$ cat config.mk
export PLATFORM = sky130hd
export DESIGN_NAME = plru_way_ctrl
export DESIGN_NICKNAME = d
export VERILOG_FILES = /design/src/rtl/plru_way_ctrl.sv
export SDC_FILE = /design/constraint.sdc
export NUM_CORES = 1
export LEC_CHECK = 0
export CORE_ASPECT_RATIO = 1.5
export CORE_MARGIN = 2
export CORE_UTILIZATION = 54
export DETAILED_ROUTE_END_ITERATION = 8
export GPL_TIMING_DRIVEN = 0
export PLACE_DENSITY_LB_ADDON = 0.12
export SLEW_MARGIN = 20
export SYNTH_ARGS = -nofsm -noshare
export SYNTH_HDL_FRONTEND = slang
export SYNTH_SLANG_ARGS = --single-unit
$ cat constraint.sdc
create_clock -name clk -period 1.9 [get_ports clk]
set_clock_uncertainty 0.15 [all_clocks]
set_input_delay 0.38 -clock clk [delete_from_list [all_inputs] [get_ports clk]]
set_output_delay 0.38 -clock clk [all_outputs]
set_load 0.02 [all_outputs]
$ cat src/rtl/plru_way_ctrl.sv
// 8-way set tag/replacement controller feeding a tree PLRU; hit response 1 cycle after accept, misses wait on refill.
// Backpressure: fill_ready/resp_ready stall in place; PLRU_WAY_CTRL_PERF_EN adds saturating hit/miss counters.
module plru_way_ctrl #(
  parameter int TAG_W = 20,
  parameter int CNT_W = 16
) (
  input  logic             clk,
  input  logic             rst_n,
  input  logic             req_valid,
  output logic             req_ready,
  input  logic [TAG_W-1:0] req_tag,
  output logic             resp_valid,
  input  logic             resp_ready,
  output logic             resp_hit,
  output logic [2:0]       resp_way,
  output logic             fill_valid,
  input  logic             fill_ready,
  output logic [2:0]       fill_way,
  output logic [TAG_W-1:0] fill_tag,
  input  logic             fill_done,
  input  logic             inv_all,
  output logic             inv_done,
  output logic             acc_en,
  output logic [2:0]       acc_idx,
  input  logic [2:0]       lru_idx
`ifdef PLRU_WAY_CTRL_PERF_EN
  ,
  output logic [CNT_W-1:0] hit_cnt,
  output logic [CNT_W-1:0] miss_cnt
`endif
);

  typedef enum logic [1:0] {IDLE, FILL_REQ, FILL_WAIT, RESP} state_t;

  state_t           state;
  logic [TAG_W-1:0] tags [8];
  logic [7:0]       vld;
  logic [TAG_W-1:0] tag_q;
  logic [2:0]       way_q;
  logic             hit_q;

  logic             hit;
  logic [2:0]       hit_way;
  logic [2:0]       free_way;
  logic [2:0]       victim;

  // Descending scans so the lowest matching / lowest free index wins.
  always_comb begin
    hit      = 1'b0;
    hit_way  = 3'd0;
    free_way = 3'd0;
    for (int i = 7; i >= 0; i--) begin
      if (vld[i] && (tags[i] == req_tag)) begin
        hit     = 1'b1;
        hit_way = 3'(i);
      end
      if (!vld[i]) free_way = 3'(i);
    end
    victim = (&vld) ? lru_idx : free_way;
  end

  assign req_ready  = (state == IDLE) && !inv_all;
  assign inv_done   = (state == IDLE) && inv_all;
  assign fill_valid = (state == FILL_REQ);
  assign fill_way   = fill_valid ? way_q : 3'd0;
  assign fill_tag   = fill_valid ? tag_q : '0;
  assign resp_valid = (state == RESP);
  assign resp_hit   = resp_valid & hit_q;
  assign resp_way   = resp_valid ? way_q : 3'd0;
  assign acc_en     = resp_valid & resp_ready;
  assign acc_idx    = acc_en ? way_q : 3'd0;

  always_ff @(posedge clk or negedge rst_n) begin
    if (!rst_n) begin
      state <= IDLE;
      vld   <= '0;
      tag_q <= '0;
      way_q <= 3'd0;
      hit_q <= 1'b0;
      for (int i = 0; i < 8; i++) tags[i] <= '0;
    end else begin
      case (state)
        IDLE: begin
          if (inv_all) begin
            vld <= '0;
          end else if (req_valid) begin
            tag_q <= req_tag;
            hit_q <= hit;
            way_q <= hit ? hit_way : victim;
            state <= hit ? RESP : FILL_REQ;
          end
        end
        FILL_REQ: begin
          if (fill_ready) state <= FILL_WAIT;
        end
        FILL_WAIT: begin
          if (fill_done) begin
            tags[way_q] <= tag_q;
            vld[way_q]  <= 1'b1;
            state       <= RESP;
          end
        end
        RESP: begin
          if (resp_ready) state <= IDLE;
        end
        default: state <= IDLE;
      endcase
    end
  end

`ifdef PLRU_WAY_CTRL_PERF_EN
  always_ff @(posedge clk or negedge rst_n) begin
    if (!rst_n) begin
      hit_cnt  <= '0;
      miss_cnt <= '0;
    end else if (acc_en) begin
      if (hit_q) begin
        if (!(&hit_cnt)) hit_cnt <= hit_cnt + CNT_W'(1);
      end else begin
        if (!(&miss_cnt)) miss_cnt <= miss_cnt + CNT_W'(1);
      end
    end
  end
`endif

endmodule

Yosys cells after proc, flatten, opt, wreduce, memory -nomap -nowiden

Cells that the tools add are included.

Output and inout bits: 35
Word-level logic and storage cells: 104
Flip-flop bits (word level): 194

Magnitude comparators: 4
Reduce and logical (&&, ||, !) cells: 20
Bitwise operators: 5
Multiplexer cells: 45
Equality and inequality tests: 17

Operators by type and width:

| kind               | number |
|---|---|
| $bwmux 160         | 1 |
| $eq 20x20->1       | 8 |
| $mux 3             | 21 |
| $demux 20 s3       | 1 |
| $mux 20            | 2 |
| $mux 8             | 2 |
| $pmux 8 s2         | 1 |
| $logic_and 1x1->1  | 12 |
| $mux 2             | 6 |
| $mux 1             | 9 |
| $ne 2x2->1 const B | 4 |
| $or 8x8->8         | 1 |
| $pmux 2 s4         | 1 |
| $reduce_and 8->1   | 1 |
| $reduce_and 3->1   | 2 |
| $reduce_and 5->1   | 1 |
| $eq 2x2->1 const B | 2 |
| $ge 4x4->1 const B | 1 |
| $lt 3x4->1 const B | 1 |
| $lt 4x1->1 const B | 1 |
| $ne 2x1->1 const B | 2 |
| $not 3->4          | 1 |
| $demux 1 s3        | 1 |
| $ge 3x1->1 const B | 1 |
| other kinds (7)    | 8 |

Longest topological paths before layout

Gate-level depths: netlist (run 1).

Depth in word-level cells: 14
Gate-level depth with buffers: 9

Worst setup path after synthesis (run 1)

Ideal clock, no wire load.

Kind: flip-flop to flip-flop
From: register state[0]
To: register tag_q[16]
Cell stages (with the launch flop): 8
Data arrival time: 1.960 ns
Period minus slack after synthesis: 2.234 ns
Setup time: 0.125 ns
Required time: 1.625 ns
Slack: -0.334 ns
Path through: dfrtp_1 -> inv_1 -> ha_1 -> nor2b_1 -> clkbuf_1 -> nand2_1 -> clkbuf_1 -> mux2_2

Longest elaborated chain between the ends: 2

Ends and longest elaborated chain:

| element                           | RTL line | text |
|---|---|---|
| from (decl)                       | 35       | `state_t state;` |
| from (signal assigned)            | 90       | `state <= hit ? RESP : FILL_REQ;` |
| $logic_not 2->1                   | 82       | `case (state)` |
| $reduce_and 3->1 (no source line) | --       |  |
| to (signal assigned)              | 87       | `tag_q <= req_tag;` |
| to (decl)                         | 38       | `logic [TAG_W-1:0] tag_q;` |

Every way passes these cells.
A chain may end at the register's enable or synchronous reset.

Worst setup path in the final report (run 1)

From: register tags[60] in the netlist's numbering
To: register state[1]

Longest elaborated chain between the ends: 11

Ends and longest elaborated chain:

| element                           | RTL line | text |
|---|---|---|
| from (decl)                       | 36       | `logic [TAG_W-1:0] tags [8];` |
| from (signal, indexed assignment) | 98       | `tags[way_q] <= tag_q;` |
| $eq 20x20->1                      | 53       | `if (vld[i] && (tags[i] == req_tag)) begin` |
| $logic_and 1x1->1                 | 53       |  |
| $mux 1 (5 in a row)               | 53       |  |
| $mux 2                            | 90       |  |
| $mux 2                            | 86       | `end else if (req_valid) begin` |
| $mux 2                            | 84       | `if (inv_all) begin` |
| $pmux 2 s4                        | 82       |  |

Every way passes these cells. The select of a mux whose other input is x is not followed.

==> results of run 1 <==
## final cells by class
class	instances	area, um^2	area share
inverters	7	31.3	0.00240
plain buffers	44	553	0.0424
clock buffers	20	457	0.0350
repair buffers	94	1250	0.0962
multi-input cells	513	5490	0.421
well taps	213	267	0.0204
flip-flops and latches	194	4860	0.373
clock inverters	12	124	0.00950
## sequential cells by signal (all words and copies together) (netlist names)
name and cells:
state 2, way_q 3, tag_q 20, tags 160
vld 8, hit_q 1
## metrics by stage
step / setup TNS (ps) / cells / instance area [um^2] / setup WS, ps / util
finish: -44270 / 1097 / 13000 / -442 / 0.751
global route: -49900 / 1097 / 13000 / -502 / 0.751
CTS: -38510 / 1070 / 11700 / -276 / 0.675
detailed placement: -103250 / 1017 / 10400 / -793 / 0.601
global placement: -1536990 / 1015 / 10400 / -7430 / 0.598
floorplan: -596 / 758 / 9660 / -14.9 / -
## layout by cell type (no fill, tap or decap), types with 5 or more instances in the layout
master,netlist,layout
sky130_fd_sc_hd__xnor2_1,113,109
sky130_fd_sc_hd__dfrtp_1,194,192
sky130_fd_sc_hd__nand3_1,14,12
sky130_fd_sc_hd__buf_8,0,17
sky130_fd_sc_hd__buf_12,0,11
sky130_fd_sc_hd__nor4_1,19,7
sky130_fd_sc_hd__clkbuf_16,0,28
sky130_fd_sc_hd__nand2_1,9,8
sky130_fd_sc_hd__xor2_1,47,47
sky130_fd_sc_hd__nor4_4,0,8
sky130_fd_sc_hd__nor2_1,19,12
sky130_fd_sc_hd__mux2_4,0,146
sky130_fd_sc_hd__buf_6,6,61
sky130_fd_sc_hd__clkdlybuf4s50_1,0,8
sky130_fd_sc_hd__mux2_2,180,34
sky130_fd_sc_hd__nand4_1,30,30
sky130_fd_sc_hd__nor2_4,0,8
sky130_fd_sc_hd__buf_4,4,22
sky130_fd_sc_hd__a21oi_1,8,5
sky130_fd_sc_hd__inv_1,7,5
sky130_fd_sc_hd__and2_4,0,28
## where the power goes
part | switching, mW | internal [mW]
clock network | 1.67 | 1.91
registers | 1.84 | 5.21
logic | 2.54 | 3.69
## Yosys cell counts (all sizes together) (2+ instances only)
| cell type | instances |
|---|---|
| and3 | 3 |
| ha | 4 |
| o31ai | 2 |
| nor2b | 5 |
| xnor2 | 113 |
| a21boi | 2 |
| nand2b | 5 |
| nor4 | 19 |
| xor2 | 47 |
| mux2 | 180 |
| a31oi | 3 |
| nor2 | 20 |
| buf | 24 |
| inv | 7 |
| o21ai | 7 |
| nand4 | 32 |
| dfrtp | 194 |
| nand2 | 9 |
| clkbuf | 20 |
| a21oi | 8 |
| nand3 | 14 |
| and2 | 29 |
## kinds of logic (layout without fill, tap and decap cells)
group                    Yosys count  count (layout)  synth area share
AO/OA/AOI/OAI                     29              29            0.0192
flip-flops                       194             194             0.506
AND/OR/NAND/NOR                  140             140            0.0838
multiplexers                     180             180             0.211
adder cells (fa/ha/maj)            4               4           0.00522
buffers and inverters             51             177            0.0278
XOR/XNOR                         160             160             0.146
## how the worst max path moves through the flow
stage	from	end	slack (ps)
final	tags[60]	state[1]	-440
after global routing	tags[126]	state[1]	-500
after detailed placement	req_tag[9]	way_q[0]	-790
after global placement	rst_n	tags[71]	-7430
after floorplan	state[0]	tags[20]	-10
after CTS	state[1]	fill_tag[6]	-280
## worst max-delay path, cell delays in order (launching register included)
cell and delay [ps]:
sky130_fd_sc_hd__dfrtp_1 410, sky130_fd_sc_hd__xnor2_2 210, sky130_fd_sc_hd__nand4_1 260, sky130_fd_sc_hd__nor4_2 360, sky130_fd_sc_hd__nand4_1 180, sky130_fd_sc_hd__nand4_2 210, sky130_fd_sc_hd__nor2_4 80, sky130_fd_sc_hd__a211oi_2 250
sky130_fd_sc_hd__a21o_1 160
## per-layer routing
metal	wire length (um)	GRT usage	vias to the layer above
met5	15	0	-
met4	2200	0.145	2
met3	1740	0.0503	108
met2	15800	0.507	319
met1	12200	0.367	3619
li1	-	-	2839
## what timing repair did
item	CTS	global route
gates resized for setup	319	257
cloned	4	12
hold buffers	1	0
pin swaps	22	21
hold endpoints to repair	47	0
buffers inserted	16	15
endpoints found under the setup margin	221	229
==> report_table.html, run 1 <==
<table>
<tr><th>Metric</th><th>Value</th></tr>
<tr><th colspan="2">Clock tree</th></tr>
<tr><td>Clock net sink count</td><td>194</td></tr>
<tr><td>H-tree lvl count</td><td>4</td></tr>
<tr><td>Insertion delay of the later-clocked pin in the worst-skew pair</td><td>430 ps</td></tr>
<tr><td>Clock transition at the registers of the reported paths</td><td>roughly 70 ps</td></tr>
<tr><td>CTS buffer count</td><td>17</td></tr>
<tr><td>Root buf cell</td><td>sky130_fd_sc_hd__clkbuf_16</td></tr>
<tr><td>Largest buffer count on any clock path</td><td>2</td></tr>
<tr><td>TritonCTS clock tree</td><td>yes</td></tr>
<tr><th colspan="2">Route</th></tr>
<tr><td>Residual DRC count</td><td>0</td></tr>
<tr><td>Initial DRT Pass Iterations</td><td>5</td></tr>
<tr><td>Vias</td><td>about 6900</td></tr>
<tr><td>Final ANT Viol Nets</td><td>0</td></tr>
<tr><td>WL final</td><td>32000 um</td></tr>
<tr><td>DRT iter0 DRCs</td><td>530</td></tr>
<tr><td>Routed wire per std cell</td><td>29.2 um</td></tr>
<tr><td>Via density per instance</td><td>around 6.3</td></tr>
<tr><th colspan="2">Worst setup path</th></tr>
<tr><td>Maximum fanout along the worst path</td><td>3</td></tr>
<tr><td>Depth of the worst register-to-register path</td><td>8</td></tr>
<tr><td>Kind of launch point of the worst setup path</td><td>register</td></tr>
<tr><td>Setup crit end kind</td><td>register</td></tr>
<tr><td>Worst reg-to-reg setup slack</td><td>-440 ps</td></tr>
<tr><td>Setup CP Type</td><td>reg2reg</td></tr>
<tr><td>Reg-to-Reg End</td><td>state[1]</td></tr>
<tr><td>Critical Path AT</td><td>2550 ps</td></tr>
<tr><td>Worst EP required</td><td>between 2000 and 2500 ps</td></tr>
<tr><td>Worst reg2reg startpoint</td><td>tags[60]</td></tr>
<tr><th colspan="2">Synth</th></tr>
<tr><td>Sequential fraction of the synthesis area</td><td>0.506</td></tr>
<tr><td>Cell variety after synth</td><td>41</td></tr>
<tr><td>Flip-flop and latch count after synthesis</td><td>194</td></tr>
<tr><td>Share of flip-flops with an asynchronous set or reset after synthesis</td><td>1.00</td></tr>
<tr><td>Number of synthesized flops with an enable pin</td><td>0</td></tr>
<tr><td>Cell area after synthesis</td><td>9590 um^2</td></tr>
<tr><td>Synth top area cells</td><td>sky130_fd_sc_hd__dfrtp_1 51%, sky130_fd_sc_hd__mux2_2 21%, sky130_fd_sc_hd__xnor2_1 10%</td></tr>
<tr><td>Count of mapped cells out of synthesis</td><td>between 700 and 800</td></tr>
<tr><td>Dominant cell type by area after synthesis</td><td>sky130_fd_sc_hd__dfrtp_1</td></tr>
<tr><td>Synth top area share</td><td>0.506</td></tr>
<tr><td>Most common flop cell mapped by yosys</td><td>sky130_fd_sc_hd__dfrtp_1</td></tr>
<tr><td>Average footprint of a synthesized cell</td><td>12.6 um^2</td></tr>
<tr><td>Post-Synthesis Net Count</td><td>792</td></tr>
<tr><td>Ys Warns</td><td>0</td></tr>
<tr><th colspan="2">GRT</th></tr>
<tr><td>Maximum number of pins on one net before global-route repair</td><td>83</td></tr>
<tr><td>Overflow after GRT</td><td>0</td></tr>
<tr><td>Global-route wire length before repair</td><td>41300 um</td></tr>
<tr><td>Via count of the first global-routing pass</td><td>6833</td></tr>
<tr><td>Total routing resource utilization after global routing</td><td>0.298</td></tr>
<tr><td>Antenna violations before repair</td><td>1</td></tr>
<tr><th colspan="2">Pwr</th></tr>
<tr><td>Pwr per Cell Area</td><td>1290 nW/um^2</td></tr>
<tr><td>Leakage power</td><td>5.98 nW</td></tr>
<tr><td>Total design power</td><td>16.9 mW</td></tr>
<tr><td>Maximum vdd ir drop</td><td>~1.2 mV</td></tr>
<tr><th colspan="2">Timing</th></tr>
<tr><td>Worst slew slack as a fraction of its limit</td><td>0.496</td></tr>
<tr><td>Number of failing hold endpoints at the final stage</td><td>0</td></tr>
<tr><td>Worst path setup slack after routing</td><td>-442 ps</td></tr>
<tr><td>Hold WS</td><td>140 ps</td></tr>
<tr><td>Unrepaired setup endpoints after global routing</td><td>yes</td></tr>
<tr><td>Final cycle utilization of the critical path</td><td>1.23</td></tr>
<tr><td>Fmax</td><td>0.427 GHz</td></tr>
<tr><td>Max-slew violation count</td><td>0</td></tr>
<tr><td>Transition at the pin with the smallest max-transition slack</td><td>753 ps</td></tr>
<tr><td>Count of final setup violators</td><td>225</td></tr>
<tr><td>Min Clock Period, post-route</td><td>2340 ps</td></tr>
<tr><th colspan="2">Layout</th></tr>
<tr><td>Number of inserted diodes</td><td>0</td></tr>
<tr><td>Area growth from synthesis to layout</td><td>36.0%</td></tr>
<tr><td>Share of layout cells above drive strength 1</td><td>0.477</td></tr>
<tr><td>Count of fill cells added during filler insertion</td><td>1029</td></tr>
<tr><td>Number of nets in the final layout</td><td>905</td></tr>
<tr><th colspan="2">Placed design</th></tr>
<tr><td>Number of buffers added on ports</td><td>44</td></tr>
<tr><td>HPWL after DPL</td><td>17500 um</td></tr>
<tr><td>Weighted congestion reported at the end of routability-driven placement</td><td>just under 0.9</td></tr>
<tr><th colspan="2">Floorplan</th></tr>
<tr><td>Std cell rows</td><td>between 50 and 60</td></tr>
<tr><td>Io pins</td><td>65</td></tr>
<tr><td>Initial standard-cell utilization of the core</td><td>0.553</td></tr>
<tr><td>Die Y</td><td>approximately 170 um</td></tr>
<tr><td>Full die area</td><td>~19000 um^2</td></tr>
<tr><td>Horizontal die dimension</td><td>113 um</td></tr>
<tr><td>Placeable core region</td><td>17300 um^2</td></tr>
<tr><th colspan="2">Outcome</th></tr>
<tr><td>Violations in the final reports</td><td>negative setup slack</td></tr>
<tr><td>Result of the run</td><td>finished with violations</td></tr>
<tr><th colspan="2">Hold path</th></tr>
<tr><td>Cells on Worst Hold Path</td><td>2</td></tr>
<tr><td>Hold Path Origin</td><td>req_tag[15]</td></tr>
<tr><td>Worst hold path class</td><td>in2reg</td></tr>
<tr><td>WHS Endpoint</td><td>tag_q[15]</td></tr>
<tr><th colspan="2">Run</th></tr>
<tr><td>Max-cap violation count</td><td>0</td></tr>
</table>
No activity file was read; power rests on OpenSTA's default activity.
==> inputs of run 2 (changes only) <==
Settings changed: CORE_UTILIZATION 54 to 64.
Clock period 1.9 ns to 2.7 ns, I/O delays scaled along.
==> run 2 against run 1 <==
The flow finishes with violations (negative hold slack). First-iteration DRC count fell by 24%. Clock power fell by 29%. Power fell by 41%. Via count fell by 8.3%. Clock-buffer cell count fell by 2. Final area fell by 16%. Setup slack improved by 550 ps. Final cell count fell by 6.2%. Flip-flop and latch count did not move. Wire length fell by 22%. Global-route usage rose by 2.6 points. Sequential power fell by 33%.
==> report_table.html, run 2 (synthesized netlist as in run 1, its figures left out) <==
<table>
<tr><th>Metric</th><th>Value</th></tr>
<tr><th colspan="2">GRT</th></tr>
<tr><td>Total routing resource utilization after global routing</td><td>0.324 (was 0.298)</td></tr>
<tr><td>Global-route met1 utilization</td><td>0.395 (was 0.367)</td></tr>
<tr><td>Overflow after GRT</td><td>0 (unchanged)</td></tr>
<tr><td>Maximum number of pins on one net before global-route repair</td><td>100 (was 83)</td></tr>
<tr><td>Met2 GRT Util</td><td>0.541 (was 0.507)</td></tr>
<tr><td>Global-route wire length before repair</td><td>38400 um (was 41300 um)</td></tr>
<tr><td>Most utilized layer in the global route result</td><td>met2 (unchanged)</td></tr>
<tr><td>Via count of the first global-routing pass</td><td>6602 (was 6833)</td></tr>
<tr><td>Met3 usage</td><td>0.0534 (was 0.0503)</td></tr>
<tr><td>Antenna violations before repair</td><td>0 (was 1)</td></tr>
<tr><th colspan="2">Route</th></tr>
<tr><td>Final ANT Viol Nets</td><td>0 (unchanged)</td></tr>
<tr><td>DRT iter0 DRCs</td><td>405 (was 530)</td></tr>
<tr><td>Vias</td><td>6317 (was 6887)</td></tr>
<tr><td>Via density per instance</td><td>6.14 (was 6.28)</td></tr>
<tr><td>Residual DRC count</td><td>0 (unchanged)</td></tr>
<tr><td>Routed wire per std cell</td><td>24.2 um (was 29.2 um)</td></tr>
<tr><td>WL final</td><td>24900 um (was 32000 um)</td></tr>
<tr><td>Initial DRT Pass Iterations</td><td>6 (was 5)</td></tr>
<tr><th colspan="2">Timing</th></tr>
<tr><td>Max-slew violation count</td><td>0 (unchanged)</td></tr>
<tr><td>Min Clock Period, post-route</td><td>2590 ps</td></tr>
<tr><td>Fmax</td><td>just under 0.4 GHz</td></tr>
<tr><td>Setup TNS after final layout</td><td>0 ps (was -44270 ps)</td></tr>
<tr><td>Count of final setup violators</td><td>0 (was 225)</td></tr>
<tr><td>Final cycle utilization of the critical path</td><td>0.960</td></tr>
<tr><td>Transition at the pin with the smallest max-transition slack</td><td>893 ps (was 753 ps)</td></tr>
<tr><td>Worst path setup slack after routing</td><td>107 ps (was -442 ps)</td></tr>
<tr><td>Number of failing hold endpoints at the final stage</td><td>7 (was 0)</td></tr>
<tr><td>Hold WS</td><td>-13.1 ps (was 140 ps)</td></tr>
<tr><td>Worst slew slack as a fraction of its limit</td><td>0.405 (was 0.496)</td></tr>
<tr><td>Unrepaired setup endpoints after global routing</td><td>no (was yes)</td></tr>
<tr><th colspan="2">Clock tree</th></tr>
<tr><td>Post-CTS Setup Repair Bufs</td><td>0 (was 16)</td></tr>
<tr><td>Clock net sink count</td><td>194 (unchanged)</td></tr>
<tr><td>CTS buffer count</td><td>17 (unchanged)</td></tr>
<tr><td>TritonCTS clock tree</td><td>yes (unchanged)</td></tr>
<tr><td>Insertion delay of the later-clocked pin in the worst-skew pair</td><td>440 ps (was 430 ps)</td></tr>
<tr><td>H-tree lvl count</td><td>4 (unchanged)</td></tr>
<tr><td>Largest buffer count on any clock path</td><td>2 (unchanged)</td></tr>
<tr><td>Clock transition at the registers of the reported paths</td><td>80 ps (was 70 ps)</td></tr>
<tr><td>Root buf cell</td><td>sky130_fd_sc_hd__clkbuf_16 (unchanged)</td></tr>
<tr><th colspan="2">Worst setup path</th></tr>
<tr><td>Setup crit end kind</td><td>output pin (was register)</td></tr>
<tr><td>Worst reg2reg startpoint</td><td>tags[10] (was tags[60])</td></tr>
<tr><td>Worst EP required</td><td>2010 ps (was 2110 ps)</td></tr>
<tr><td>Reg-to-Reg End</td><td>way_q[0] (was state[1])</td></tr>
<tr><td>Worst reg-to-reg setup slack</td><td>130 ps (was -440 ps)</td></tr>
<tr><td>Maximum single-stage delay on the critical path</td><td>630 ps (was 410 ps)</td></tr>
<tr><td>Kind of launch point of the worst setup path</td><td>register (unchanged)</td></tr>
<tr><td>Setup CP Type</td><td>reg2out (was reg2reg)</td></tr>
<tr><td>Depth of the worst register-to-register path</td><td>8 (unchanged)</td></tr>
<tr><td>Critical-path cell list</td><td>ha_2 -&gt; and2_1 -&gt; clkdlybuf4s50_1 (was xnor2_2 -&gt; nand4_1 -&gt; nor4_2 -&gt; nand4_1 -&gt; nand4_2 -&gt; nor2_4 -&gt; a211oi_2 -&gt; a21o_1)</td></tr>
<tr><td>Worst-path cell with the longest stage delay</td><td>sky130_fd_sc_hd__clkdlybuf4s50_1 (was sky130_fd_sc_hd__dfrtp_1)</td></tr>
<tr><td>Critical Path AT</td><td>1900 ps (was 2550 ps)</td></tr>
<tr><td>Maximum fanout along the worst path</td><td>10 (was 3)</td></tr>
<tr><th colspan="2">Layout</th></tr>
<tr><td>Flip-flop count of the largest register after layout</td><td>160 (unchanged)</td></tr>
<tr><td>Number of inserted diodes</td><td>0 (unchanged)</td></tr>
<tr><td>Number of nets in the final layout</td><td>854 (was 905)</td></tr>
<tr><td>Leading cell type in the layout, fill and taps excluded</td><td>sky130_fd_sc_hd__dfrtp_1 (unchanged)</td></tr>
<tr><td>Total non-filler cell area in the finished layout</td><td>10900 um^2 (was 13000 um^2)</td></tr>
<tr><td>Share of layout cells above drive strength 1</td><td>0.299 (was 0.477)</td></tr>
<tr><td>Area growth from synthesis to layout</td><td>13.9% (was 36.0%)</td></tr>
<tr><td>Largest Register</td><td>tags (unchanged)</td></tr>
<tr><td>Highest-count cells in the layout ignoring fill and taps</td><td>194 x sky130_fd_sc_hd__dfrtp_1, 180 x sky130_fd_sc_hd__mux2_2, 113 x sky130_fd_sc_hd__xnor2_1, 47 x sky130_fd_sc_hd__xor2_1, 30 x sky130_fd_sc_hd__nand4_1 (was 192 x sky130_fd_sc_hd__dfrtp_1, 146 x sky130_fd_sc_hd__mux2_4, 109 x sky130_fd_sc_hd__xnor2_1, 61 x sky130_fd_sc_hd__buf_6, 47 x sky130_fd_sc_hd__xor2_1)</td></tr>
<tr><td>Largest registers</td><td>tags x160, tag_q x20, vld x8 (unchanged)</td></tr>
<tr><th colspan="2">Floorplan</th></tr>
<tr><td>Horizontal die dimension</td><td>104 um (was 113 um)</td></tr>
<tr><td>Initial standard-cell utilization of the core</td><td>0.657 (was 0.553)</td></tr>
<tr><td>Full die area</td><td>16000 um^2 (was 18900 um^2)</td></tr>
<tr><td>Placeable core region</td><td>14600 um^2 (was 17300 um^2)</td></tr>
<tr><td>Std cell rows</td><td>54 (was 59)</td></tr>
<tr><td>Io pins</td><td>65 (unchanged)</td></tr>
<tr><td>Die Y</td><td>154 um (was 167 um)</td></tr>
<tr><th colspan="2">Placed design</th></tr>
<tr><td>Post-placement worst setup slack</td><td>-402 ps (was -793 ps)</td></tr>
<tr><td>Weighted congestion reported at the end of routability-driven placement</td><td>0.909 (was 0.889)</td></tr>
<tr><td>HPWL after DPL</td><td>17000 um (was 17500 um)</td></tr>
<tr><td>Number of buffers added on ports</td><td>44 (unchanged)</td></tr>
<tr><td>Total cell area at the placement stage</td><td>10300 um^2 (was 10400 um^2)</td></tr>
<tr><th colspan="2">Pwr</th></tr>
<tr><td>Pwr per Cell Area</td><td>917 nW/um^2 (was 1290 nW/um^2)</td></tr>
<tr><td>Total design power</td><td>10.0 mW (was 16.9 mW)</td></tr>
<tr><td>Leakage power</td><td>5.00 nW (was 5.98 nW)</td></tr>
<tr><td>Maximum vdd ir drop</td><td>0.718 mV (was 1.17 mV)</td></tr>
<tr><th colspan="2">Run</th></tr>
<tr><td>Max-cap violation count</td><td>0 (unchanged)</td></tr>
<tr><th colspan="2">Outcome</th></tr>
<tr><td>Result of the run</td><td>finished with violations (unchanged)</td></tr>
<tr><td>Violations in the final reports</td><td>negative hold slack (was negative setup slack)</td></tr>
<tr><th colspan="2">Hold path</th></tr>
<tr><td>Worst hold path class</td><td>in2async (was in2reg)</td></tr>
</table>
## run 2: metal layers
layer  share of wire  up-vias
li1                -     2745
met1            0.39     3235
met2            0.50      252
met3           0.056       85
met4           0.057        0
met5               0        -
## run 2: through the flow
step,util,std cells,hold slack [ps]
2_1_floorplan,-,758,94.4
3_3_place_gp,0.704,998,317
3_5_place_dp,0.706,999,348
4_1_cts,0.746,1030,17.8
5_1_grt,0.748,1029,52.7
6_report,0.748,1029,-13.1
## run 2: final cells by class
type                    count  area, um^2
clock buffers              18         439
well taps                 196         245
repair buffers             45         467
clock inverters            14         154
inverters                   7        26.3
multi-input cells         513        4490
flip-flops and latches    194        4850
plain buffers              42         239
fillers                  1006        3670
## run 2: how the worst max path moves through the flow
stage	from	endpoint	cells past startpoint
2_1_floorplan	state[0]	tag_q[16]	7
3_5_place_dp	req_tag[19]	way_q[0]	9
3_3_place_gp	rst_n	tag_q[14]	1
6_report	state[1]	resp_way[1]	3
5_1_grt	state[1]	fill_tag[17]	5
4_1_cts	state[1]	inv_done	4
## run 2: worst max-delay path: cells and delay by family (launching register included)
kind | cells | cell delay [ps]
buffers and inverters | 1 | 630
DFF | 1 | 400
adders and majority gates | 1 | 270
and+or+nand+nor | 1 | 150
## run 2: timing repair
action | in CTS | in global routing
endpoints found under the setup margin | 27 | 28
hold buffers | 0 | 0
endpoints found under the hold margin | 0 | 0
gates resized for setup | 27 | 21
## run 2: report_power, final
part           switching, mW  internal, mW  total (mW)
Combinational           1.26          1.45        2.71
Sequential              1.09          3.66        4.75
Clock                   1.15          1.40        2.55
==> inputs of run 3 (changes only) <==
--- a/config.mk
+++ b/config.mk
@@ -6,4 +6,5 @@
 export NUM_CORES = 1
 export LEC_CHECK = 0
+export ABC_CLOCK_PERIOD_IN_PS = 2700
 export CORE_ASPECT_RATIO = 1.5
 export CORE_MARGIN = 2
==> constraint.sdc (replaced) <==
create_clock -name clk -period 2.7 [get_ports clk]
set_clock_uncertainty 0.15 [all_clocks]
set_input_delay 0.405 -clock clk [delete_from_list [all_inputs] [get_ports clk]]
set_output_delay 0.405 -clock clk [all_outputs]
set_load 0.02 [all_outputs]
==> run 3 against run 2 <==
The flow now finishes without violations. Critical path depth unchanged. Wire length grew 0.66%. Sequential share of layout area barely moved. Non-clock buffer count increased by 3. Fmax is 0.22% higher. Power grew 0.20%. Flip-flop and latch count unchanged. Clock power barely moved. First-iteration DRC count up 11%. Final cell count is 0.29% higher. Sequential power hardly changed. Die area unchanged. Largest cell class unchanged.
==> report_table.html, run 3 (synthesized netlist as in run 1, its figures left out) <==
<table>
<tr><th>Metric</th><th>Value</th></tr>
<tr><th colspan="2">Timing</th></tr>
<tr><td>Hold WS</td><td>151 ps (was -13.1 ps)</td></tr>
<tr><td>Final cycle utilization of the critical path</td><td>0.958 (was 0.960)</td></tr>
<tr><td>Transition at the pin with the smallest max-transition slack</td><td>894 ps (was 893 ps)</td></tr>
<tr><td>Count of final setup violators</td><td>0 (unchanged)</td></tr>
<tr><td>Fmax</td><td>0.386 GHz (about the same)</td></tr>
<tr><td>Unrepaired setup endpoints after global routing</td><td>no (unchanged)</td></tr>
<tr><td>Max-slew violation count</td><td>0 (unchanged)</td></tr>
<tr><td>Min Clock Period, post-route</td><td>2590 ps (about the same)</td></tr>
<tr><td>Worst slew slack as a fraction of its limit</td><td>0.404 (was 0.405)</td></tr>
<tr><td>Number of failing hold endpoints at the final stage</td><td>0 (was 7)</td></tr>
<tr><th colspan="2">Worst setup path</th></tr>
<tr><td>Worst reg-to-reg setup slack</td><td>120 ps (was 130 ps)</td></tr>
<tr><td>Worst EP required</td><td>2140 ps (was 2010 ps)</td></tr>
<tr><td>Critical Path AT</td><td>2030 ps (was 1900 ps)</td></tr>
<tr><td>Maximum fanout along the worst path</td><td>10 (unchanged)</td></tr>
<tr><td>Kind of launch point of the worst setup path</td><td>register (unchanged)</td></tr>
<tr><td>Setup crit end kind</td><td>output pin (unchanged)</td></tr>
<tr><td>Setup CP Type</td><td>reg2out (unchanged)</td></tr>
<tr><th colspan="2">Pwr</th></tr>
<tr><td>Maximum vdd ir drop</td><td>0.728 mV (was 0.718 mV)</td></tr>
<tr><td>Pwr per Cell Area</td><td>919 nW/um^2 (was 917 nW/um^2)</td></tr>
<tr><td>Total design power</td><td>10.0 mW (about the same)</td></tr>
<tr><td>Leakage power</td><td>4.97 nW (was 5.00 nW)</td></tr>
<tr><th colspan="2">Placed design</th></tr>
<tr><td>Number of buffers added on ports</td><td>44 (unchanged)</td></tr>
<tr><td>Placed instance count</td><td>999 (unchanged)</td></tr>
<tr><td>HPWL after DPL</td><td>17000 um (unchanged)</td></tr>
<tr><td>Total cell area at the placement stage</td><td>10300 um^2 (unchanged)</td></tr>
<tr><td>Weighted congestion reported at the end of routability-driven placement</td><td>0.909 (unchanged)</td></tr>
<tr><th colspan="2">Layout</th></tr>
<tr><td>Sequential cell area in the final layout</td><td>4850 um^2 (unchanged)</td></tr>
<tr><td>Total non-filler cell area in the finished layout</td><td>10900 um^2 (about the same)</td></tr>
<tr><td>Number of inserted diodes</td><td>0 (unchanged)</td></tr>
<tr><td>Flip-flop count of the largest register after layout</td><td>160 (unchanged)</td></tr>
<tr><td>Number of nets in the final layout</td><td>857 (was 854)</td></tr>
<tr><td>Highest-count cells in the layout ignoring fill and taps</td><td>194 x sky130_fd_sc_hd__dfrtp_1, 180 x sky130_fd_sc_hd__mux2_2, 113 x sky130_fd_sc_hd__xnor2_1, 47 x sky130_fd_sc_hd__xor2_1, 30 x sky130_fd_sc_hd__nand4_1 (unchanged)</td></tr>
<tr><td>Count of fill cells added during filler insertion</td><td>1008 (was 1006)</td></tr>
<tr><td>Largest Register</td><td>tags (unchanged)</td></tr>
<tr><td>Share of layout cells above drive strength 1</td><td>0.295 (was 0.299)</td></tr>
<tr><td>Leading cell type in the layout, fill and taps excluded</td><td>sky130_fd_sc_hd__dfrtp_1 (unchanged)</td></tr>
<tr><td>Area growth from synthesis to layout</td><td>13.9% (about the same)</td></tr>
<tr><td>Multi-input gate area</td><td>4490 um^2 (about the same)</td></tr>
<tr><td>Largest registers</td><td>tags x160, tag_q x20, vld x8 (unchanged)</td></tr>
<tr><td>Post-layout utilization of the core</td><td>0.748 (about the same)</td></tr>
<tr><td>Post-Layout Cell Count</td><td>1032 (was 1029)</td></tr>
<tr><th colspan="2">Outcome</th></tr>
<tr><td>Result of the run</td><td>finished clean (was finished with violations)</td></tr>
<tr><th colspan="2">Route</th></tr>
<tr><td>WL final</td><td>25000 um (was 24900 um)</td></tr>
<tr><td>DRT iter0 DRCs</td><td>449 (was 405)</td></tr>
<tr><td>Vias</td><td>6363 (was 6317)</td></tr>
<tr><td>Final ANT Viol Nets</td><td>0 (unchanged)</td></tr>
<tr><td>Residual DRC count</td><td>0 (unchanged)</td></tr>
<tr><td>Via density per instance</td><td>6.17 (was 6.14)</td></tr>
<tr><td>Initial DRT Pass Iterations</td><td>5 (was 6)</td></tr>
<tr><td>Routed wire per std cell</td><td>24.3 um (was 24.2 um)</td></tr>
<tr><th colspan="2">Clock tree</th></tr>
<tr><td>Clock net sink count</td><td>194 (unchanged)</td></tr>
<tr><td>Insertion delay of the later-clocked pin in the worst-skew pair</td><td>440 ps (about the same)</td></tr>
<tr><td>CTS buffer count</td><td>17 (unchanged)</td></tr>
<tr><td>Root buf cell</td><td>sky130_fd_sc_hd__clkbuf_16 (unchanged)</td></tr>
<tr><td>H-tree lvl count</td><td>4 (unchanged)</td></tr>
<tr><td>TritonCTS clock tree</td><td>yes (unchanged)</td></tr>
<tr><td>Clock transition at the registers of the reported paths</td><td>80 ps (about the same)</td></tr>
<tr><td>Post-CTS Setup Repair Bufs</td><td>0 (unchanged)</td></tr>
<tr><td>Largest buffer count on any clock path</td><td>2 (unchanged)</td></tr>
<tr><th colspan="2">GRT</th></tr>
<tr><td>Overflow after GRT</td><td>0 (unchanged)</td></tr>
<tr><td>Via count of the first global-routing pass</td><td>6602 (unchanged)</td></tr>
<tr><td>Total routing resource utilization after global routing</td><td>0.324 (unchanged)</td></tr>
<tr><td>Antenna violations before repair</td><td>0 (unchanged)</td></tr>
<tr><td>Maximum number of pins on one net before global-route repair</td><td>100 (unchanged)</td></tr>
<tr><td>Global-route wire length before repair</td><td>38400 um (unchanged)</td></tr>
<tr><th colspan="2">Floorplan</th></tr>
<tr><td>Initial standard-cell utilization of the core</td><td>0.657 (unchanged)</td></tr>
<tr><td>Full die area</td><td>16000 um^2 (unchanged)</td></tr>
<tr><td>Die Y</td><td>154 um (unchanged)</td></tr>
<tr><td>Horizontal die dimension</td><td>104 um (unchanged)</td></tr>
<tr><td>Io pins</td><td>65 (unchanged)</td></tr>
<tr><td>Placeable core region</td><td>14600 um^2 (unchanged)</td></tr>
<tr><td>Std cell rows</td><td>54 (unchanged)</td></tr>
<tr><th colspan="2">Run</th></tr>
<tr><td>Max-cap violation count</td><td>0 (unchanged)</td></tr>
<tr><th colspan="2">Hold path</th></tr>
<tr><td>Worst hold path class</td><td>in2reg (was in2async)</td></tr>
</table>
run 3: path summary, 6_finish.rpt:
path                             startpoint         end  cells past startpoint
worst max-delay path               way_q[2]  acc_idx[2]                      3
worst min-delay path            req_tag[12]   tag_q[12]                      2
worst max register to register     tags[10]    way_q[0]                      8
worst min register to register        hit_q       hit_q                      2
max in group asynchronous             rst_n   tags[148]                      3
min in group asynchronous             rst_n    tag_q[4]                      2
run 3: metal layers:
| metal | GRT usage | vias up | part of all wire |
|---|---|---|---|
| met5 | 0 | - | 0 |
| met4 | 0.197 | 0 | 0.060 |
| met3 | 0.0530 | 91 | 0.055 |
| met2 | 0.541 | 282 | 0.50 |
| met1 | 0.395 | 3244 | 0.39 |
| li1 | - | 2746 | - |
run 3: layout make-up:
cell class / instances / area share
plain buffers: 44 / 0.0226
clock buffers: 18 / 0.0402
well taps: 196 / 0.0225
multi-input cells: 513 / 0.411
repair buffers: 46 / 0.0422
inverters: 7 / 0.00241
clock inverters: 14 / 0.0141
flip-flops and latches: 194 / 0.445
run 3: through the flow:
step           setup TNS (ps)  setup slack, ps
4_1_cts                     0             1.25
2_1_floorplan               0              466
3_5_place_dp             -976             -267
3_3_place_gp         -1274410            -6590
5_1_grt                     0             2.40
6_report                    0              113
run 3: power by group:
group | internal (mW) | switching (mW) | leakage, nW | total [mW]
combinational | 1.44 | 1.28 | 2.10 | 2.73
clock | 1.40 | 1.15 | 0.289 | 2.55
sequential | 3.66 | 1.09 | 2.58 | 4.75
total | 6.51 | 3.52 | 4.97 | 10.0
run 3: timing repair:
item | in CTS | in global routing
resized for setup | 25 | 6
hold endpoints to repair | 95 | 0
endpoints found under the setup margin | 25 | 19
hold buffers | 1 | 0
run 3: critical path: stages (launching register included):
cell and delay [ps]:
sky130_fd_sc_hd__dfrtp_1 370, sky130_fd_sc_hd__clkbuf_1 380, sky130_fd_sc_hd__and3_1 230, sky130_fd_sc_hd__clkdlybuf4s50_1 610
